`src/rtl/adder_pkg.sv`:
```
// Shared definitions for the serial chunk adder: FSM encoding and the
// step-counter width helper.
package adder_pkg;

  typedef enum logic [1:0] {
    ST_IDLE = 2'd0,
    ST_RUN  = 2'd1,
    ST_DONE = 2'd2
  } state_e;

  // Bits needed to count 0..n-1, never fewer than one.
  function automatic int clog2(input int n);
    int w;
    w = 1;
    while ((32'sd1 << w) < n) begin
      w = w + 32'sd1;
    end
    return w;
  endfunction

endpackage

```
`src/rtl/chunk_adder.sv`:
```
// Combinational CHUNK-bit ripple adder; each bit is a full adder made of two
// half-adder cells and an OR gate.
module chunk_adder #(
  parameter int CHUNK = 1
) (
  input  logic [CHUNK-1:0] a,
  input  logic [CHUNK-1:0] b,
  input  logic             cin,
  output logic [CHUNK-1:0] s,
  output logic             cout
);

  logic [CHUNK:0] c_s;

  assign c_s[0] = cin;

  for (genvar i = 0; i < CHUNK; i++) begin : g_bit
    logic hs_s;
    logic hc0_s;
    logic hc1_s;

    half_adder u_ha0 (.a(a[i]), .b(b[i]),   .s(hs_s), .c(hc0_s));
    half_adder u_ha1 (.a(hs_s), .b(c_s[i]), .s(s[i]), .c(hc1_s));

    assign c_s[i+1] = hc0_s | hc1_s;
  end

  assign cout = c_s[CHUNK];

endmodule

```
`src/rtl/half_adder.sv`:
```
// Single-bit half adder cell from the arithmetic library.
module half_adder (
  input  logic a,
  input  logic b,
  output logic s,
  output logic c
);

  assign s = a ^ b;
  assign c = a & b;

endmodule

```
`src/rtl/serial_chunk_adder.sv`:
```
// Multi-cycle WIDTH-bit adder with carry-in that processes CHUNK bits per
// cycle, with a start/busy/done handshake.
module serial_chunk_adder
  import adder_pkg::*;
#(
  parameter int WIDTH = 8,
  parameter int CHUNK = 1
) (
  input  logic             clk,
  input  logic             rst,
  input  logic             start,
  input  logic [WIDTH-1:0] A,
  input  logic [WIDTH-1:0] B,
  input  logic             Cin,
  output logic             busy,
  output logic             done,
  output logic [WIDTH-1:0] Sum,
  output logic             Carry
);

  localparam int STEPS = WIDTH / CHUNK;
  localparam int CW    = clog2(STEPS);
  localparam logic [CW-1:0] LAST_STEP = CW'(STEPS - 1);

  if (WIDTH < 1 || CHUNK < 1 || (WIDTH % CHUNK) != 0) begin : g_bad_param
    $error("serial_chunk_adder: CHUNK must be >= 1 and divide WIDTH exactly");
  end

  state_e           state_q, state_d;
  logic [WIDTH-1:0] a_sh_q, a_sh_d;
  logic [WIDTH-1:0] b_sh_q, b_sh_d;
  logic [WIDTH-1:0] sum_q, sum_d;
  logic [CW-1:0]    step_q, step_d;
  logic             carry_q, carry_d;
  logic             carry_out_q, carry_out_d;
  logic             busy_q, busy_d;
  logic             done_q, done_d;

  logic [CHUNK-1:0] chunk_s;
  logic             chunk_cout_s;

  chunk_adder #(.CHUNK(CHUNK)) u_chunk (
    .a    (a_sh_q[CHUNK-1:0]),
    .b    (b_sh_q[CHUNK-1:0]),
    .cin  (carry_q),
    .s    (chunk_s),
    .cout (chunk_cout_s)
  );

  // Next-state, datapath and output decode.
  always_comb begin
    state_d     = state_q;
    a_sh_d      = a_sh_q;
    b_sh_d      = b_sh_q;
    sum_d       = sum_q;
    step_d      = step_q;
    carry_d     = carry_q;
    carry_out_d = carry_out_q;

    case (state_q)
      ST_IDLE, ST_DONE: begin
        if (start) begin
          state_d = ST_RUN;
          a_sh_d  = A;
          b_sh_d  = B;
          carry_d = Cin;
          step_d  = '0;
          sum_d   = '0;
        end else begin
          state_d = ST_IDLE;
        end
      end
      ST_RUN: begin
        // Result chunks enter at the MSB end so the first one ends at bit 0.
        sum_d   = WIDTH'({chunk_s, sum_q} >> CHUNK);
        a_sh_d  = a_sh_q >> CHUNK;
        b_sh_d  = b_sh_q >> CHUNK;
        carry_d = chunk_cout_s;
        step_d  = step_q + CW'(1);
        if (step_q == LAST_STEP) begin
          state_d     = ST_DONE;
          carry_out_d = chunk_cout_s;
        end else begin
          state_d = ST_RUN;
        end
      end
      default: begin
        state_d = ST_IDLE;
      end
    endcase

    busy_d = (state_d == ST_RUN);
    done_d = (state_d == ST_DONE);
  end

  // State and output registers with synchronous reset.
  always_ff @(posedge clk) begin
    if (rst) begin
      state_q     <= ST_IDLE;
      a_sh_q      <= '0;
      b_sh_q      <= '0;
      sum_q       <= '0;
      step_q      <= '0;
      carry_q     <= 1'b0;
      carry_out_q <= 1'b0;
      busy_q      <= 1'b0;
      done_q      <= 1'b0;
    end else begin
      state_q     <= state_d;
      a_sh_q      <= a_sh_d;
      b_sh_q      <= b_sh_d;
      sum_q       <= sum_d;
      step_q      <= step_d;
      carry_q     <= carry_d;
      carry_out_q <= carry_out_d;
      busy_q      <= busy_d;
      done_q      <= done_d;
    end
  end

  assign busy  = busy_q;
  assign done  = done_q;
  assign Sum   = sum_q;
  assign Carry = carry_out_q;

endmodule

```
`config.mk`:
```
export PLATFORM = sky130hd
export DESIGN_NAME = serial_chunk_adder
export DESIGN_NICKNAME = d
export VERILOG_FILES = /design/src/rtl/adder_pkg.sv /design/src/rtl/chunk_adder.sv /design/src/rtl/half_adder.sv /design/src/rtl/serial_chunk_adder.sv
export SDC_FILE = /design/constraint.sdc
export NUM_CORES = 1
export LEC_CHECK = 0
export CAP_MARGIN = 15
export CORE_MARGIN = 2
export CORE_UTILIZATION = 53
export CTS_CLUSTER_DIAMETER = 60
export DETAILED_ROUTE_END_ITERATION = 16
export PLACE_DENSITY_LB_ADDON = 0.08
export SETUP_SLACK_MARGIN = 0.3
export SYNTH_ARGS = -nofsm -noshare
export SYNTH_HDL_FRONTEND = slang
export SYNTH_SLANG_ARGS = --single-unit
export TNS_END_PERCENT = 1
```
`constraint.sdc`:
```
create_clock -name clk -period 3.59 [get_ports clk]
set_input_delay 0.5385 -clock clk [delete_from_list [all_inputs] [get_ports clk]]
set_output_delay 0.5385 -clock clk [all_outputs]
set_load 0.005 [all_outputs]
```
==> impl_metrics.yaml <==
synth:
  ys_seq_elements: 33
  synthSimpleGateAreaFrac_pct: 27.8
  synth-compound-area-share_pct: 14.9
  synthXorXnorAreaFrac_pct: 0
  ys_types: 23
  muxShareOfSynthArea_pct: 0
  synthCells: 147
  yosys_warnings: 0
  synth-seq-area-share_pct: 46.5
  syn-cell-area_sq_um: 1420
  synthesis.nets: 170
  yosys.area_share.adder_pct: 3.17
  synth_top_family_by_area: "simple AND/OR/NAND/NOR gates"
  avgSynthCellArea_sq_um: 9.66
route:
  drtAntennaViolNets: 0
  dr.pass1.iters: 4
  wl_per_cell_um: 14.2
  drt_wl_total_um: 2880
  drc: 0
  drtIter0Drc: 29
  via_per_inst: 5.54
  num_vias: 1125
sta:
  tns_ps: 0
  setup_viol: 0
  grt_setup_unrepaired: "false"
  worst_clock_skew_ps: 8.11
  finalHoldViolations: 0
  period_needed_ps: 1820
  slew_headroom_pct: 23.5
  final_max_slew_viol_count: 0
  clock.fmax_mhz: 550
  holdWs_ps: 476
  worst_pin_slew_ps: 1150
  fin_crit_sh_pct: 50.7
min_path:
  hold_class: "reg2reg"
setup_path:
  crit_path_top_delay_cell: "nand2b_1"
  arrival_ps: 2060
  reg2reg_slack_ps: 1770
  worst_setup_path_start_kind: "register"
  critPathRequiredTime_ps: 3830
  end_kind: "register"
  slowest_delay_ps: 880
  path_class: "reg2reg"
  path_max_fanout: 32
  worstPathCellList: "nand2b_1 > o22ai_1 > a311oi_1"
floorplan:
  core_sq_um: 2500
  dieHeight_um: 55.8
  io_pins: 31
  fp-row-count: 18
  die_w_um: 55.8
  die_area_sq_um: 3110
  start_util_pct: 56.8
cells_and_area:
  drive_gt1_share_pct: 19.1
  area_delta_synth_final_pct: 24.1
  antenna_cells: 0
  fillCellCount: 210
  fin_area_sq_um: 1760
  final_util_pct: 70.5
  layout.nets: 195
power:
  p_per_area_nw_per_um2: 466
  vdd_drop_max_uv: 386
  leakage_nw: 0.608
  p_total_uw: 821
global_route:
  track_usage_pct: 20.0
  grt_pass1_wl_um: 4920
  antenna_found_initial: 0
  overflow: 0
  grt_pass1_vias: 1100
  grt_start_max_net_pins: 34
clocking:
  cts.clk_slew.worst_paths_ps: 100
  ctsHtreeMaxLevel: 2
  postCtsSetupRepairBufs: 0
  insertion_delay_ps: 330
  cts_inserted_buffers: 5
  clockRootBuffer: "clkbuf_4"
  cts_resized: 0
  cts.sinks: 33
  hold_buffers: 0
  cts_tree: "built"
  clockBufferDepth: 2
placement:
  place_congestion: 0.720
  hpwlAfterDp_um: 1840
  io_buffers: 30
  placed_area_sq_um: 1680
status:
  status: "finished, final reports clean"
job:
  cap_violations: 0
## critical path: cells and delay by family, from the launching register on
| family | cells | cell delay [ps] |
|---|---|---|
| AOI/OAI and AO/OA | 2 | 510 |
| DFF | 1 | 340 |
| and+or+nand+nor | 1 | 880 |
## cell usage in the layout, fill, tap and decap left out
master	count
o22ai_1	14
bufinv_16	1
nand2b_2	1
fa_1	1
nand2b_1	3
clkbuf_8	1
a311oi_2	1
buf_4	2
nor3_1	4
a21oi_1	15
clkdlybuf4s50_1	30
clkbuf_1	1
dfxtp_1	33
ha_1	2
clkbuf_4	5
o21a_1	1
a311oi_1	2
and2b_4	1
a2bb2oi_1	1
inv_1	3
nor2b_2	1
nor2_1	4
nand2_1	12
nor3_2	20
nand3_1	14
## kinds of logic (layout without fill, tap and decap cells)
logic type               count (synthesis)  after routing
buffers and inverters                   17             43
AND/OR/NAND/NOR                         60             60
adder cells (fa/ha/maj)                  3              3
AO/OA/AOI/OAI                           34             34
flip-flops                              33             33
## synth_stat cells
library cell | n | area share, %
buf_4 | 2 | 1.1
buf_6 | 4 | 3.2
fa_1 | 1 | 1.4
and2b_4 | 1 | 0.70
a21oi_1 | 15 | 5.3
clkbuf_1 | 2 | 0.53
a311oi_1 | 2 | 1.2
buf_2 | 6 | 2.1
o21a_1 | 1 | 0.53
nand2_1 | 12 | 3.2
nor3_1 | 4 | 1.4
nor2b_1 | 1 | 0.44
nand2b_1 | 3 | 1.3
nor3_2 | 20 | 14
inv_1 | 3 | 0.79
o22ai_1 | 14 | 6.2
nand3_1 | 14 | 4.9
ha_1 | 2 | 1.8
nor2_1 | 4 | 1.1
nand2b_2 | 1 | 0.62
a2bb2oi_1 | 1 | 0.62
a311oi_2 | 1 | 1.1
dfxtp_1 | 33 | 47
## report_power, final
group / switching (mW) / internal, mW
Clock: 0.123 / 0.166
Sequential: 0.0137 / 0.389
Combinational: 0.0680 / 0.0613
## worst paths after layout
check                             start                      to  depth (start not counted)
hold / removal      Sum[1]$_SDFFE_PP0P_     Sum[0]$_SDFFE_PP0P_                          2
hold reg to reg     Sum[1]$_SDFFE_PP0P_     Sum[0]$_SDFFE_PP0P_                          2
setup reg to reg  state_q[1]$_SDFF_PP0_  b_sh_q[0]$_SDFFE_PP0P_                          3
setup / recovery  state_q[1]$_SDFF_PP0_  b_sh_q[0]$_SDFFE_PP0P_                          3
## stage by stage
stage               setup slack [ps]  instances
detailed placement              1630        195
floorplan                       2400        147
global route                    1590        203
CTS                             1790        203
global placement                1670        195
finish                          1770        203
## layout make-up
| class | instances | area (sq um) | share of cell area [%] |
|---|---|---|---|
| clock buffers | 7 | 55.1 | 3.12 |
| clock inverters | 1 | 30.0 | 1.70 |
| repair buffers | 32 | 315 | 17.9 |
| inverters | 3 | 11.3 | 0.639 |
| well taps | 30 | 37.5 | 2.13 |
| flip-flops and latches | 33 | 661 | 37.5 |
| multi-input cells | 97 | 653 | 37.0 |
## flip-flops by register name (all words and copies together) (netlist names)
signal and cells:
Sum 8, a_sh_q 8, b_sh_q 8, step_q 3
state_q 2, Carry 1, busy 1, carry_q 1
done 1
## routing by layer
layer / track usage [%] / vias to the layer above / routed length (um)
li1: - / 569 / -
met3: 7.21 / 7 / 171
met1: 24.1 / 520 / 1300
met2: 32.5 / 29 / 1360
met5: 0 / - / 0
met4: 7.32 / 0 / 42
Power figures use the tool's default switching activity.
